--- src/rtl/pc_int_sequencer_pkg.sv ---
// Shared widths and encodings for the PC/interrupt sequencer.
package jcr_pkg;
    localparam int ADDR_W_DEF     = 8;
    localparam int NUM_INT_DEF    = 4;
    localparam int NEST_DEPTH_DEF = 2;

    function automatic int chan_w(input int n);
        return $clog2(n + 1);
    endfunction

    function automatic int id_w(input int n);
        return (n > 1) ? $clog2(n) : 1;
    endfunction

    // Return-stack entry: {return pc, flag, interrupted channel}
    function automatic int entry_w(input int aw, input int n);
        return aw + 1 + chan_w(n);
    endfunction

    // "No channel active" is the out-of-range index n
    function automatic int chan_none(input int n);
        return n;
    endfunction
endpackage

--- src/rtl/pc_int_sequencer_if.sv ---
// Controller <-> sequencer bundle: strobes, interrupt inputs, PC/status outputs.
interface pc_int_sequencer_if
    import jcr_pkg::*;
#(
    parameter int ADDR_W  = ADDR_W_DEF,
    parameter int NUM_INT = NUM_INT_DEF
) ();
    localparam int IDW = id_w(NUM_INT);

    logic                      jmp_en;
    logic                      je_en;
    logic                      ret;
    logic                      flag_w_en;
    logic                      alu_flag;
    logic [ADDR_W-1:0]         target;
    logic [NUM_INT-1:0]        int_req;
    logic [NUM_INT-1:0]        int_en;
    logic [NUM_INT*ADDR_W-1:0] int_vec;
    logic [ADDR_W-1:0]         pc;
    logic                      flag;
    logic                      in_isr;
    logic                      int_ack;
    logic [IDW-1:0]            int_ack_id;
    logic                      ret_err;

    modport master (
        output jmp_en, je_en, ret, flag_w_en, alu_flag, target, int_req, int_en, int_vec,
        input  pc, flag, in_isr, int_ack, int_ack_id, ret_err
    );

    modport slave (
        input  jmp_en, je_en, ret, flag_w_en, alu_flag, target, int_req, int_en, int_vec,
        output pc, flag, in_isr, int_ack, int_ack_id, ret_err
    );
endinterface

--- src/rtl/pc_int_sequencer_ret_stack.sv ---
// LIFO of interrupt return state; push and pop are never asserted together by the owner.
module ret_stack #(
    parameter int W     = 8,
    parameter int DEPTH = 2
) (
    input  logic         clock,
    input  logic         reset,
    input  logic         push,
    input  logic         pop,
    input  logic [W-1:0] din,
    output logic [W-1:0] dout,
    output logic         full,
    output logic         empty
);
    localparam int CNTW = $clog2(DEPTH + 1);
    localparam int IW   = (DEPTH > 1) ? $clog2(DEPTH) : 1;

    logic [W-1:0]    mem_q [DEPTH];
    logic [CNTW-1:0] cnt_q;
    logic [IW-1:0]   top_idx;

    assign top_idx = IW'(cnt_q - CNTW'(1));
    assign full    = (cnt_q == CNTW'(DEPTH));
    assign empty   = (cnt_q == '0);
    assign dout    = empty ? '0 : mem_q[top_idx];

    always_ff @(posedge clock) begin
        if (!reset) begin
            cnt_q <= '0;
            for (int i = 0; i < DEPTH; i++) mem_q[i] <= '0;
        end else if (push && !full) begin
            mem_q[IW'(cnt_q)] <= din;
            cnt_q             <= cnt_q + CNTW'(1);
        end else if (pop && !empty) begin
            cnt_q <= cnt_q - CNTW'(1);
        end
    end
endmodule

--- src/rtl/pc_int_sequencer.sv ---
// PC, branch flag and prioritised interrupt entry/return for the core.
// INT_NEST_EN enables nesting up to NEST_DEPTH; otherwise a single ISR level.
module pc_int_sequencer
    import jcr_pkg::*;
#(
    parameter int ADDR_W     = ADDR_W_DEF,
    parameter int NUM_INT    = NUM_INT_DEF,
    parameter int NEST_DEPTH = NEST_DEPTH_DEF
) (
    input  logic             clock,
    input  logic             reset,
    pc_int_sequencer_if.slave bus
);
    localparam int CW  = chan_w(NUM_INT);
    localparam int IDW = id_w(NUM_INT);
    localparam int EW  = entry_w(ADDR_W, NUM_INT);
`ifdef INT_NEST_EN
    localparam int EFF_DEPTH = NEST_DEPTH;
`else
    localparam int EFF_DEPTH = (NEST_DEPTH < 1) ? NEST_DEPTH : 1;
`endif
    localparam logic [CW-1:0] CHAN_NONE = CW'(chan_none(NUM_INT));

    logic [ADDR_W-1:0]  pc_q, pc_d, pc_inc, nxt;
    logic               flag_q, flag_d, flag_nxt;
    logic [CW-1:0]      cur_q, cur_d;
    logic               ack_q, ack_d, err_q, err_d;
    logic [IDW-1:0]     id_q, id_d;
    logic [NUM_INT-1:0] elig;
    logic               take, push, pop, full, empty;
    logic [EW-1:0]      push_data, pop_data;
    int                 win_i;

    ret_stack #(.W(EW), .DEPTH(EFF_DEPTH)) u_stack (
        .clock (clock),
        .reset (reset),
        .push  (push),
        .pop   (pop),
        .din   (push_data),
        .dout  (pop_data),
        .full  (full),
        .empty (empty)
    );

    always_comb begin
        pc_inc   = pc_q + ADDR_W'(1);
        nxt      = bus.jmp_en ? bus.target :
                   bus.je_en  ? (flag_q ? bus.target : pc_inc) : pc_inc;
        flag_nxt = bus.je_en ? 1'b0 : bus.flag_w_en ? bus.alu_flag : flag_q;

        // While in an ISR only strictly higher-priority (lower index) channels may pre-empt
        win_i = 0;
        for (int i = 0; i < NUM_INT; i++)
            elig[i] = bus.int_req[i] & bus.int_en[i] & (empty || (CW'(i) < cur_q));
        for (int i = NUM_INT - 1; i >= 0; i--)
            if (elig[i]) win_i = i;
        take      = (|elig) && !full && !bus.ret;
        push_data = {nxt, flag_nxt, cur_q};

        pc_d   = nxt;
        flag_d = flag_nxt;
        cur_d  = cur_q;
        push   = 1'b0;
        pop    = 1'b0;
        ack_d  = 1'b0;
        id_d   = '0;
        err_d  = 1'b0;

        if (bus.ret) begin
            if (!empty) begin
                pop                   = 1'b1;
                {pc_d, flag_d, cur_d} = pop_data;
            end else begin
                pc_d   = pc_inc;
                flag_d = flag_q;
                err_d  = 1'b1;
            end
        end else if (take) begin
            push  = 1'b1;
            pc_d  = bus.int_vec[win_i*ADDR_W +: ADDR_W];
            cur_d = CW'(win_i);
            ack_d = 1'b1;
            id_d  = IDW'(win_i);
        end
    end

    always_ff @(posedge clock) begin
        if (!reset) begin
            pc_q   <= '0;
            flag_q <= 1'b0;
            cur_q  <= CHAN_NONE;
            ack_q  <= 1'b0;
            id_q   <= '0;
            err_q  <= 1'b0;
        end else begin
            pc_q   <= pc_d;
            flag_q <= flag_d;
            cur_q  <= cur_d;
            ack_q  <= ack_d;
            id_q   <= id_d;
            err_q  <= err_d;
        end
    end

    assign bus.pc         = pc_q;
    assign bus.flag       = flag_q;
    assign bus.in_isr     = !empty;
    assign bus.int_ack    = ack_q;
    assign bus.int_ack_id = id_q;
    assign bus.ret_err    = err_q;
endmodule
--- src/flat_wrapper.sv ---
// flat-port wrapper written by rule: the top's interface ports become plain ports
module pc_int_sequencer_flat import jcr_pkg::*;
#(
    parameter int ADDR_W     = ADDR_W_DEF,
    parameter int NUM_INT    = NUM_INT_DEF,
    parameter int NEST_DEPTH = NEST_DEPTH_DEF
)
  (clock, reset, bus_jmp_en, bus_je_en, bus_ret, bus_flag_w_en, bus_alu_flag, bus_target, bus_int_req, bus_int_en, bus_int_vec, bus_pc, bus_flag, bus_in_isr, bus_int_ack, bus_int_ack_id, bus_ret_err);
  pc_int_sequencer_if #(.ADDR_W(ADDR_W), .NUM_INT(NUM_INT)) bus_i ();
  input  logic clock;
  input  logic reset;
  input wire logic [$bits(bus_i.jmp_en)-1:0] bus_jmp_en;
  input wire logic [$bits(bus_i.je_en)-1:0] bus_je_en;
  input wire logic [$bits(bus_i.ret)-1:0] bus_ret;
  input wire logic [$bits(bus_i.flag_w_en)-1:0] bus_flag_w_en;
  input wire logic [$bits(bus_i.alu_flag)-1:0] bus_alu_flag;
  input wire logic [$bits(bus_i.target)-1:0] bus_target;
  input wire logic [$bits(bus_i.int_req)-1:0] bus_int_req;
  input wire logic [$bits(bus_i.int_en)-1:0] bus_int_en;
  input wire logic [$bits(bus_i.int_vec)-1:0] bus_int_vec;
  output wire logic [$bits(bus_i.pc)-1:0] bus_pc;
  output wire logic [$bits(bus_i.flag)-1:0] bus_flag;
  output wire logic [$bits(bus_i.in_isr)-1:0] bus_in_isr;
  output wire logic [$bits(bus_i.int_ack)-1:0] bus_int_ack;
  output wire logic [$bits(bus_i.int_ack_id)-1:0] bus_int_ack_id;
  output wire logic [$bits(bus_i.ret_err)-1:0] bus_ret_err;
  assign bus_i.jmp_en = bus_jmp_en;
  assign bus_i.je_en = bus_je_en;
  assign bus_i.ret = bus_ret;
  assign bus_i.flag_w_en = bus_flag_w_en;
  assign bus_i.alu_flag = bus_alu_flag;
  assign bus_i.target = bus_target;
  assign bus_i.int_req = bus_int_req;
  assign bus_i.int_en = bus_int_en;
  assign bus_i.int_vec = bus_int_vec;
  assign bus_pc = bus_i.pc;
  assign bus_flag = bus_i.flag;
  assign bus_in_isr = bus_i.in_isr;
  assign bus_int_ack = bus_i.int_ack;
  assign bus_int_ack_id = bus_i.int_ack_id;
  assign bus_ret_err = bus_i.ret_err;
  pc_int_sequencer #(.ADDR_W(ADDR_W), .NUM_INT(NUM_INT), .NEST_DEPTH(NEST_DEPTH)) u_core (.clock(clock), .reset(reset), .bus(bus_i));
endmodule
--- config.mk ---
export PLATFORM = sky130hd
export DESIGN_NAME = pc_int_sequencer_flat
export DESIGN_NICKNAME = d
export VERILOG_FILES = /design/src/rtl/pc_int_sequencer_pkg.sv /design/src/rtl/pc_int_sequencer_if.sv /design/src/rtl/pc_int_sequencer_ret_stack.sv /design/src/rtl/pc_int_sequencer.sv /design/src/flat_wrapper.sv
export SDC_FILE = /design/constraint.sdc
export NUM_CORES = 1
export LEC_CHECK = 0
export ABC_CLOCK_PERIOD_IN_PS = 2000
export CAP_MARGIN = 20
export CELL_PAD_IN_SITES_DETAIL_PLACEMENT = 1
export CELL_PAD_IN_SITES_GLOBAL_PLACEMENT = 1
export CORE_MARGIN = 5
export CORE_UTILIZATION = 29
export DETAILED_ROUTE_END_ITERATION = 10
export GPL_TIMING_DRIVEN = 0
export PLACE_DENSITY_LB_ADDON = 0.1
export SYNTH_ARGS = -nofsm -noshare
export SYNTH_HDL_FRONTEND = slang
export SYNTH_SLANG_ARGS = --single-unit
--- constraint.sdc ---
create_clock -name clock -period 2 [get_ports clock]
set_clock_uncertainty 0.2 [all_clocks]
set_input_delay 0.4 -clock clock [delete_from_list [all_inputs] [get_ports clock]]
set_output_delay 0.4 -clock clock [all_outputs]
set_load 0.02 [all_outputs]
==> results.cfg <==
[outcome]
status = complete, but fails checks
violations = setup timing

[power_and_ir_drop]
irDropWorstVdd_uv = 460
leakagePower_nw = 1.23
power_density_nw_per_um2 = 610

[grt]
grt_max_degree = 12
antenna_found_initial = 0
grt_first_pass_wirelength_um = 9930
grt_pass1_vias = 1948
grtUsageTotal = 0.165
grt_overflow = 0

[flow_run]
cap_violations = 0

[clock_network]
clk_latency_ns = 0.27
path_clk_slew_ns = 0.06
cts_hold_buf = 0
numCtsBuffers = 5
cts_tree = yes
cts_sinks = 29
cts-htree-levels = 2
clockBufferDepth = 2
cts-root-buf = clkbuf_8

[yosys]
ys_seq_elements = 29
synth_area_leaders = edfxtp_1 (20%), dfxtp_1 (19%), mux2i_1 (12%)
syn_inst = 190
netlist_area_sq_um = 1810
yosys.area.top_type = edfxtp_1
synth.distinct_cells = 45
synth_edf_count = 12
ys_seq_area_frac = 0.388
synthArstFlopShare = 0
synth_warnings = 0
synth_nets = 246
synth_ff_type = dfxtp_1
syn_avg_cell_area_sq_um = 9.50
yosysMostFrequentCell = mux2i_1
yosysTopAreaCellShare = 0.200
synth_common_cells = mux2i_1 (21), nand2_1 (20), dfxtp_1 (17), a21oi_1 (16), o21ai_0 (16)

[layout]
fillers = 661
area_growth_pct = 71.0
drive_above_1_share = 0.290
utilization = 0.515
final_nets = 341
diodes = 0

[route]
drtPass1Iterations = 4
drt-total-wl_um = 6610
routedWlPerCell_um = 18.3
drc = 0
drt_iter0_markers = 54
dr_total_vias = 1839
vias_per_cell = 5.09
ant_nets = 0

[floorplanning]
core-area_sq_um = 5990
dieArea_sq_um = 7900
io_pins = 69
die_w_um = 88.9
num_rows = 28
dieHeight_um = 88.9
initial_utilization = 0.301

[worst_setup_path]
crit_type = flip-flop to flip-flop
worstPathRequired_ns = 1.81
cp.arrival_ns = 1.95
cp-end-kind = flip-flop
worstSetupStartpointType = flip-flop
worst-path-max-fanout = 5

[place]
port_buffers = 67
place_congestion = 0.725
hpwl_um = 4750

[sta]
period_minus_slack_ns = 2.13
rsz0062_at_grt = true
finalSetupViolCount = 29
worst_pin_slew_ns = 0.586
setup_slack_ns = -0.134
worst_hold_slack_ns = 0.378
worst_slew_margin_rel = 0.610
max_freq_ghz = 0.469
drv_slew = 0
min_period_over_period = 1.07
hold_viol = 0

[min_path]
min-delay-path-class = flip-flop to flip-flop
-- metrics by stage --
stage                     power, mW  area [sq um]  instances  setup TNS, ns  worst slack, ns
after floorplan                1.01          1820        190         -0.508          -0.0442
after global placement         1.25          2580        332         -18.21           -0.785
after detailed placement       1.26          2580        332         -18.97           -0.782
after CTS                      1.85          2990        358          -2.53           -0.113
after global routing           1.98          3090        361          -4.63           -0.194
final                          1.88          3090        361          -2.26           -0.134
-- report_power, final --
part           switching, mW  internal, mW  leakage (nW)
Sequential            0.0517         0.677         0.270
Combinational          0.305         0.351         0.915
Clock                  0.218         0.280        0.0455
-- final timing paths --
check             cells past startpoint                          end                  startpoint  slack (ns)
setup / recovery                      7  u_core.u_stack.mem_q[0][10]             u_core.cur_q[2]       -0.13
setup reg to reg                      7  u_core.u_stack.mem_q[0][10]             u_core.cur_q[2]       -0.13
hold / removal                        2              u_core.cur_q[2]  u_core.u_stack.mem_q[0][2]        0.38
hold reg to reg                       2              u_core.cur_q[2]  u_core.u_stack.mem_q[0][2]        0.38
-- flip-flops by register name, summed over array words and instances, names as in the netlist --
register	flops
u_core.u_stack.full	1
u_core.cur_q	3
u_core.bus.ret_err	1
u_core.bus.pc	8
u_core.bus.int_ack_id	2
u_core.bus.flag	1
u_core.bus.int_ack	1
u_core.u_stack.mem_q	12
-- worst max-delay path: stages (launching register included) --
cell and delay [ns]:
dfxtp_4 0.37, nor4b_4 0.31, o22ai_2 0.13, or3_4 0.43, nand4_4 0.12, buf_12 0.14
buf_8 0.13, a211oi_2 0.04
-- routing by layer --
| metal | share of wire | routed length, um | up-vias | track usage |
|---|---|---|---|---|
| met1 | 0.43 | 2830 | 899 | 0.215 |
| met3 | 0.037 | 243 | 7 | 0.0304 |
| li1 | - | - | 901 | - |
| met5 | 0 | 0 | - | 0 |
| met4 | 0.012 | 78 | 0 | 0.0412 |
| met2 | 0.52 | 3450 | 32 | 0.281 |
-- final cells by class --
cell class / count / area (sq um) / area share
Buffer: 9 / 62.6 / 0.0203
Clock buffer: 8 / 90.1 / 0.0292
Inverter: 5 / 32.5 / 0.0105
Multi-Input combinational cell: 147 / 1200 / 0.388
Sequential cell: 29 / 711 / 0.230
Tap cell: 75 / 93.8 / 0.0304
Timing Repair Buffer: 88 / 901 / 0.292
-- cells by family (layout without fill, tap and decap cells) --
logic type / Yosys count / in the layout / share of synthesized area
DFF: 29 / 29 / 0.388
and+or+nand+nor: 57 / 58 / 0.175
adders and majority gates: 1 / 1 / 0.00693
xor gates and xnor gates: 6 / 6 / 0.0291
buffers and inverters: 15 / 110 / 0.0430
muxes: 26 / 26 / 0.148
AOI/OAI and AO/OA: 56 / 56 / 0.210
-- cells in the final DEF (no fill, tap or decap), types with 4 or more instances in the layout --
cell type         n
edfxtp_1         12
clkbuf_1          4
nor2_1            6
o21ai_0          12
a21oi_1          14
clkbuf_8          6
dlygate4sd2_1     4
buf_12            4
buf_4            14
clkdlybuf4s50_1  61
o21ai_2           4
nor2_2            6
xor2_1            5
nand2_1          17
dfxtp_1          13
buf_6             6
mux2i_1          21
and2_4            6
-- what timing repair did --
item,CTS,global route
setup endpoints to repair,37,40
cloned,2,0
pin swaps,15,11
gates resized for setup,46,24
buffers inserted,16,6
(Power assumes the default switching activity.)
